### config.mk
export PLATFORM = sky130hd
export DESIGN_NAME = ans_delay_timer_mc
export DESIGN_NICKNAME = d
export VERILOG_FILES = /design/src/rtl/ans_delay_timer_mc.sv
export SDC_FILE = /design/constraint.sdc
export NUM_CORES = 1
export LEC_CHECK = 0
export ABC_AREA = 1
export BUFFER_PORTS_ARGS = -buffer_cell sky130_fd_sc_hd__buf_4
export CAP_MARGIN = 30
export CORE_MARGIN = 10
export CORE_UTILIZATION = 57
export DETAILED_ROUTE_END_ITERATION = 16
export GPL_TIMING_DRIVEN = 0
export MAX_ROUTING_LAYER = met4
export PLACE_DENSITY = 0.82
export SYNTH_ARGS = -nofsm -noshare
export SYNTH_HDL_FRONTEND = slang
export SYNTH_SLANG_ARGS = --single-unit
### constraint.sdc
create_clock -name clk -period 3.5 [get_ports clk]
set_input_delay 0.525 -clock clk [delete_from_list [all_inputs] [get_ports clk]]
set_output_delay 0.525 -clock clk [all_outputs]
set_load 0.02 [all_outputs]
### src/rtl/ans_delay_timer_mc.sv
// Multi-channel answer-delay timer. There is one shared tick prescaler, and each
// channel runs its own delay counter/FSM. The channel state is stored triplicated.
module ans_delay_timer_mc #(
  parameter int CH_NUM  = 4,
  parameter int CNT_W   = 16,
  parameter int PRESC_W = 16
) (
  input  logic                    clk,
  input  logic                    rst,
  input  logic [PRESC_W-1:0]      tick_div_i,
  input  logic [CH_NUM-1:0]       start_i,
  input  logic [CH_NUM-1:0]       hold_i,
  input  logic [CH_NUM-1:0]       clear_i,
  input  logic [CH_NUM*CNT_W-1:0] timeout_set_i,
  output logic [CH_NUM*CNT_W-1:0] cnt_o,
  output logic [CH_NUM*CNT_W-1:0] peak_o,
  output logic [CH_NUM-1:0]       timeout_o,
  output logic [CH_NUM-1:0]       timeout_p_o,
  output logic [CH_NUM-1:0]       ovf_o,
  output logic [CH_NUM-1:0]       busy_o
);

  typedef enum logic [1:0] {
    ST_IDLE    = 2'd0,
    ST_COUNT   = 2'd1,
    ST_HOLD    = 2'd2,
    ST_TIMEOUT = 2'd3
  } state_t;

  logic [PRESC_W-1:0] r_presc;
  logic               w_tick;

  // The compare is live, so a divider lowered below the current phase wraps without a tick.
  assign w_tick = (r_presc == tick_div_i);

  always_ff @(posedge clk or negedge rst) begin
    if (!rst) begin
      r_presc <= '0;
    end else if (r_presc >= tick_div_i) begin
      r_presc <= '0;
    end else begin
      r_presc <= r_presc + 1'b1;
    end
  end

  genvar gi;
  for (gi = 0; gi < CH_NUM; gi++) begin : gen_ch
    logic [1:0]       r_st_a, r_st_b, r_st_c;
    logic [CNT_W-1:0] r_cnt_a, r_cnt_b, r_cnt_c;
    logic [CNT_W-1:0] r_peak_a, r_peak_b, r_peak_c;
    logic             r_ovf_a, r_ovf_b, r_ovf_c;
    logic [CNT_W-1:0] r_cnt_q, r_peak_q;
    logic             r_to_q, r_top_q, r_ovf_q, r_busy_q;

    state_t           w_st, w_st_next;
    logic [CNT_W-1:0] w_cnt, w_peak, w_cnt_next, w_peak_next, w_inc, w_set;
    logic             w_ovf, w_ovf_next, w_top_next;

    // 2-of-3 majority; the next state is always derived from the voted copy.
    assign w_st   = state_t'((r_st_a & r_st_b) | (r_st_a & r_st_c) | (r_st_b & r_st_c));
    assign w_cnt  = (r_cnt_a & r_cnt_b) | (r_cnt_a & r_cnt_c) | (r_cnt_b & r_cnt_c);
    assign w_peak = (r_peak_a & r_peak_b) | (r_peak_a & r_peak_c) | (r_peak_b & r_peak_c);
    assign w_ovf  = (r_ovf_a & r_ovf_b) | (r_ovf_a & r_ovf_c) | (r_ovf_b & r_ovf_c);
    assign w_inc  = w_cnt + 1'b1;
    assign w_set  = timeout_set_i[gi*CNT_W +: CNT_W];

    always_comb begin
      w_st_next   = w_st;
      w_cnt_next  = w_cnt;
      w_peak_next = w_peak;
      w_ovf_next  = w_ovf;
      w_top_next  = 1'b0;
      if (clear_i[gi]) begin
        w_st_next   = ST_IDLE;
        w_cnt_next  = '0;
        w_peak_next = '0;
        w_ovf_next  = 1'b0;
      end else if (start_i[gi]) begin
        w_st_next  = ST_COUNT;
        w_cnt_next = '0;
        w_ovf_next = 1'b0;
      end else if (w_st == ST_COUNT) begin
        if (hold_i[gi]) begin
          w_st_next = ST_HOLD;
          if (w_cnt > w_peak) w_peak_next = w_cnt;
        end else if (w_tick) begin
          w_cnt_next = w_inc;
          if ((w_set != '0) && (w_inc >= w_set)) begin
            w_st_next  = ST_TIMEOUT;
            w_top_next = 1'b1;
          end else if (&w_inc) begin
            w_st_next   = ST_HOLD;
            w_ovf_next  = 1'b1;
            w_peak_next = '1;
          end
        end
      end
    end

    always_ff @(posedge clk or negedge rst) begin
      if (!rst) begin
        r_st_a   <= ST_IDLE;
        r_st_b   <= ST_IDLE;
        r_st_c   <= ST_IDLE;
        r_cnt_a  <= '0;
        r_cnt_b  <= '0;
        r_cnt_c  <= '0;
        r_peak_a <= '0;
        r_peak_b <= '0;
        r_peak_c <= '0;
        r_ovf_a  <= 1'b0;
        r_ovf_b  <= 1'b0;
        r_ovf_c  <= 1'b0;
        r_cnt_q  <= '0;
        r_peak_q <= '0;
        r_to_q   <= 1'b0;
        r_top_q  <= 1'b0;
        r_ovf_q  <= 1'b0;
        r_busy_q <= 1'b0;
      end else begin
        r_st_a   <= w_st_next;
        r_st_b   <= w_st_next;
        r_st_c   <= w_st_next;
        r_cnt_a  <= w_cnt_next;
        r_cnt_b  <= w_cnt_next;
        r_cnt_c  <= w_cnt_next;
        r_peak_a <= w_peak_next;
        r_peak_b <= w_peak_next;
        r_peak_c <= w_peak_next;
        r_ovf_a  <= w_ovf_next;
        r_ovf_b  <= w_ovf_next;
        r_ovf_c  <= w_ovf_next;
        r_cnt_q  <= w_cnt_next;
        r_peak_q <= w_peak_next;
        r_to_q   <= (w_st_next == ST_TIMEOUT);
        r_top_q  <= w_top_next;
        r_ovf_q  <= w_ovf_next;
        r_busy_q <= (w_st_next == ST_COUNT);
      end
    end

    assign cnt_o[gi*CNT_W +: CNT_W]  = r_cnt_q;
    assign peak_o[gi*CNT_W +: CNT_W] = r_peak_q;
    assign timeout_o[gi]             = r_to_q;
    assign timeout_p_o[gi]           = r_top_q;
    assign ovf_o[gi]                 = r_ovf_q;
    assign busy_o[gi]                = r_busy_q;
  end

endmodule

# After elaboration in Yosys (flattened, before gate mapping)
# Index checks and enable logic that the tools add are counted.
[word_totals]
word_cells = 261
in_bits = 94
register_bits = 168
output_inout_bits = 144
[op_classes]
bitwise_logic = 36
n_reduce_logical = 28
mux = 133
n_lt_le_gt_ge = 9
eq_ne = 21
add_sub_neg = 5
[op_table]
columns = ["op", "count"]
rows = [
  ["2-to-1 mux 16 bit", 53],
  ["bitwise OR 16 bit", 16],
  ["AND 16 bit", 8],
  ["adder 16 x 1 -> 16 bit, second input constant", 5],
  ["greater-or-equal comparator 16 bit", 5],
  ["greater-than comparator 16 bit", 4],
  ["AND reduction 16 bit", 4],
  ["nonzero test 16 bit", 4],
  ["2-to-1 mux 2 bit", 28],
  ["2-to-1 mux 1 bit", 52],
  ["nonzero test 3 bit", 12],
  ["AND reduction 5 bit", 4],
  ["== test 16 bit", 1],
  ["== test 2 x 1 -> 1 bit, second input constant", 8],
  ["bitwise OR 2 bit", 8],
  ["!= test 3 x 2 -> 1 bit, second input constant", 4],
  ["!= test 3 bit, second input constant", 4],
  ["AND 2 bit", 4],
  ["== test 2 bit, second input constant", 4],
  ["logical AND 1 bit", 4],
]

# Depth between registers and ports, before layout
[depth]
word_depth = 13
ltp_mapped = 24

# Least setup slack after synthesis
# Ideal clock, no wire load.
[synth_timing]
path_kind = "register to register"
start = "register gen_ch[1].r_cnt_q[1] (netlist name)"
end = "register gen_ch[1].r_peak_q[7]"
stages_incl_launch_ff = 22
t_required_ns = 3.381
arrival_time_ns = 2.759
setup_ns = 0.119
period_less_slack_ns = 2.878
path_slack_ns = 0.622
cell_sequence = "dfrtp_1 > ha_1 > nand2_1 > nor2_2 > nand2_1 > xor2_1 > inv_1 > ha_1 > nand2_1 > nor2_1 > and2_1 > nand2_1 > inv_1 > nand2_1 > nand2_1 > o31ai_1 > inv_1 > o21ai_1 > nand2_1 > buf_2 > nand2_1 > nand2_1"
[synth_rtl]
columns = ["item", "line_no", "rtl"]
rows = [
  ["to (signal assigned)", "134", "r_peak_q <= w_peak_next;"],
  ["to (decl)", "52", "logic [CNT_W-1:0] r_cnt_q, r_peak_q;"],
]

==> qor.csv <==
stage,metric,value,unit
logic_synthesis,ys.flop_type,dfrtp_1,
setup_path,crit_required,3.82,ns
final_layout,fill_cells,1785,
clock_tree,numClockSinks,168,
logic_synthesis,yosysWarnings,0,
global_routing,track_usage,0.266,
placed_design,dp_hpwl,29300,um
placed_design,gp_congestion,0.942,
die,die_y,170,um
clock_tree,path_clk_slew,0.07,ns
sta,max_freq,0.308,GHz
setup_path,critPathBufInv,3,
setup_path,critPathLaunchType,register,
sta,tns,0,ns
logic_synthesis,yosysSeqAreaShare,0.328,
sta,fin_crit_sh,0.927,
pwr,ir_drop,0.253,mV
sta,max_slew.worst_pin.slew,0.829,ns
logic_synthesis,synth_area,12800,um^2
sta,finalSetupViolCount,0,
pwr,power_density,311,nW/um^2
global_routing,grt_pass1_wl,61100,um
run,timing.max_cap.violations,0,
route,drt-vias-per-instance,5.49,
setup_path,path_common_cell,nand2_1,
min_path,hold_path_class,input pin to asynchronous set/reset pin,
final_layout,area_growth,23.3,%
logic_synthesis,yosysTopAreaCell,dfrtp_1,
route,drc,0,
global_routing,grt_pass1_vias,12600,
clock_tree,clk_latency,0.44,ns
route,via_count,12900,
logic_synthesis,syn_avg_cell_area,7.17,um^2
global_routing,grt_overflow_total,0,
logic_synthesis,yosysMostFrequentCell,nand2_1,
clock_tree,clockRootBuffer,clkbuf_16,
pwr,power,4.92,mW
setup_path,crit_fanout,10,
final_layout,multi_input_area,7180,um^2
logic_synthesis,synth.distinct_cells,48,
setup_path,worstSetupEndpointType,register,
outcome,status,finished clean,
placed_design,numPortBuffers,237,
die,initial_core_util,0.584,
die,design.core.area,22000,um^2
clock_tree,cts_buffers,17,
sta,relSlewSlack,0.443,
die,rows,54,
setup_path,cp.arrival,3.56,ns
sta,worst_clock_skew,0.0138,ns
clock_tree,cts.path.max_buffers,2,
sta,min_period,3.24,ns
logic_synthesis,synthCells,1788,
die,dieArea,28900,um^2
logic_synthesis,syn_nets,2035,
logic_synthesis,synth_top_area_share,0.328,
global_routing,grt_max_degree,94,
setup_path,path_cells,"nand2_1, nor2_2, nand2_2, xor2_1, inv_2, ha_1, a21oi_1, nand2_1, nor2_1, nand2_1, nand2_1, nand2_1, o31ai_2, inv_1, o21ai_1, nand2_1, buf_2, nand2_1, nand2_1",
route,wl,38000,um
setup_path,critical-path-slowest-cell,dfrtp_1,
logic_synthesis,synthTopCellsByArea,"dfrtp_1 (33%), ha_1 (15%), nand2_1 (14%), inv_1 (9.1%), nor2_1 (3.4%)",
final_layout,drive_above_1_share,0.192,
route,wl_per_cell,16.1,um
setup_path,critPathKind,register to register,
clock_tree,htree_levels,4,
sta,hold_viol,0,
sta,maxSlewViolCount,0,
die,die-width,170,um
setup_path,cp_top_family,simple AND/OR/NAND/NOR gates,
global_routing,antenna_found_initial,0,
pwr,leakage,8.60,nW
setup_path,critical-path-max-stage-delay,0.51,ns
clock_tree,cts_hold_buffers,0,
route,drtIter0Drc,1020,
logic_synthesis,synth_top_cells_by_count,"nand2_1 (492), inv_1 (312), dfrtp_1 (168)",
clock_tree,cts_tree,yes,
final_layout,regArea,4230,um^2
route,dr.pass1.iters,6,
logic_synthesis,synth-async-reset-ratio,1.00,
final_layout,layout.nets,2307,
route,drtAntennaViolNets,0,
logic_synthesis,synth_edf_count,0,
logic_synthesis,synth-seq-cells,168,
die,top_level_ports,238,
placed cells by master, fill, tap and decap left out, types with 3 or more instances in the layout:
cell,synthesis,layout
nand2_1,492,492
inv_1,312,312
buf_4,18,269
ha_1,153,153
dfrtp_1,168,148
nor2_1,117,116
a21oi_1,81,81
nand3_1,72,72
o21ai_0,69,69
nand4_1,43,43
o21ai_1,42,42
o22ai_1,29,29
nor3_1,22,21
dfrtp_2,0,20
nor2_2,20,19
o211ai_1,19,19
clkbuf_16,0,17
clkbuf_1,10,13
inv_2,11,11
xor2_1,11,10
nand2_2,10,10
nor2_4,7,9
nor4_1,9,9
o21bai_1,8,8
nand3_2,6,6
nor3b_1,6,6
o2111ai_1,6,6
clkinv_1,5,5
buf_2,6,4
bufinv_16,0,4
xor2_2,2,3
a21o_1,3,3
buf_1,3,3
nor3_2,2,3
o21a_1,3,3
buf_6,3,3
clkinv_4,0,3
final cells by class:
type	count	area share
Antenna cell	1	0.000158
Buffer	40	0.0160
Clock buffer	22	0.0294
Clock inverter	10	0.0106
Inverter	328	0.0779
Multi-Input combinational cell	1252	0.454
Sequential cell	168	0.268
Tap cell	280	0.0222
Timing Repair Buffer	253	0.122
per-layer routing:
layer / routed length (um) / GRT usage / share of wire
met1: 15600 / 0.312 / 0.41
met2: 18800 / 0.445 / 0.49
met3: 2690 / 0.0565 / 0.071
met4: 922 / 0.0923 / 0.024
met5: 0 / - / 0
worst reg2reg max path: stages, from the launching register on:
cell and delay [ns]:
dfrtp_1 0.51, nand2_1 0.19, nor2_2 0.18, nand2_2 0.11
xor2_1 0.24, inv_2 0.10, ha_1 0.30, a21oi_1 0.18
nand2_1 0.07, nor2_1 0.08, nand2_1 0.06, nand2_1 0.07
nand2_1 0.07, o31ai_2 0.15, inv_1 0.09, o21ai_1 0.15
nand2_1 0.18, buf_2 0.25, nand2_1 0.09, nand2_1 0.05
metrics by stage:
step | util | cell area (um^2) | setup slack (ns) | cells | hold WS, ns
4_1_cts | 0.711 | 15600 | 0.0165 | 2338 | 0.0792
6_report | 0.720 | 15800 | 0.257 | 2354 | 0.0519
3_3_place_gp | 0.681 | 15000 | 0.135 | 2305 | 0.477
2_1_floorplan | - | 12800 | 0.622 | 1788 | 0.229
5_1_grt | 0.720 | 15800 | -0.0145 | 2353 | 0.0832
3_5_place_dp | 0.683 | 15000 | 0.0326 | 2306 | 0.486
state kept, by name, summed over array words and instances, names as in the netlist:
register,cells
gen_ch.r_to_q,4
gen_ch.r_top_q,4
gen_ch.r_peak_q,64
gen_ch.r_ovf_q,4
gen_ch.r_st_c,8
gen_ch.r_cnt_q,64
gen_ch.r_busy_q,4
r_presc,16
kinds of logic (layout without fill, tap and decap cells):
group | Yosys count | count (layout) | synth area share
and+or+nand+nor | 812 | 812 | 0.276
buffers and inverters | 368 | 653 | 0.115
AOI/OAI and AO/OA | 272 | 272 | 0.120
DFF | 168 | 168 | 0.328
adders and majority gates | 153 | 153 | 0.149
xor gates and xnor gates | 15 | 15 | 0.0114
other | 0 | 1 | 0
path summary, 6_finish.rpt:
| path | start | end | slack (ns) | cells after the start |
|---|---|---|---|---|
| worst min register to register | gen_ch[3].r_peak_q[12] | gen_ch[3].r_peak_q[12] | 0.50 | 2 |
| max in group asynchronous | rst | gen_ch[3].r_cnt_q[1] | 2.54 | 2 |
| worst max register to register | gen_ch[1].r_cnt_q[5] | gen_ch[1].r_peak_q[12] | 0.26 | 19 |
| min in group clk | clear_i[1] | gen_ch[1].r_st_c[0] | 0.37 | 4 |
| worst max-delay path | gen_ch[1].r_cnt_q[5] | gen_ch[1].r_peak_q[12] | 0.26 | 19 |
| worst min-delay path | rst | gen_ch[1].r_peak_q[13] | 0.05 | 1 |
report_power, final:
part           leakage, nW  total (mW)  internal [mW]  switching [mW]
clock network        0.305        2.07           1.24           0.828
logic                 6.01       0.768          0.306           0.462
registers             2.29        2.09           2.02          0.0700
total                 8.60        4.92           3.56            1.36
timing repair:
item                       4_1_cts  5_1_grt
setup buffers                    0       15
gates resized for setup          0       30
setup endpoints to repair        0       70
(Power assumes the default switching activity.)
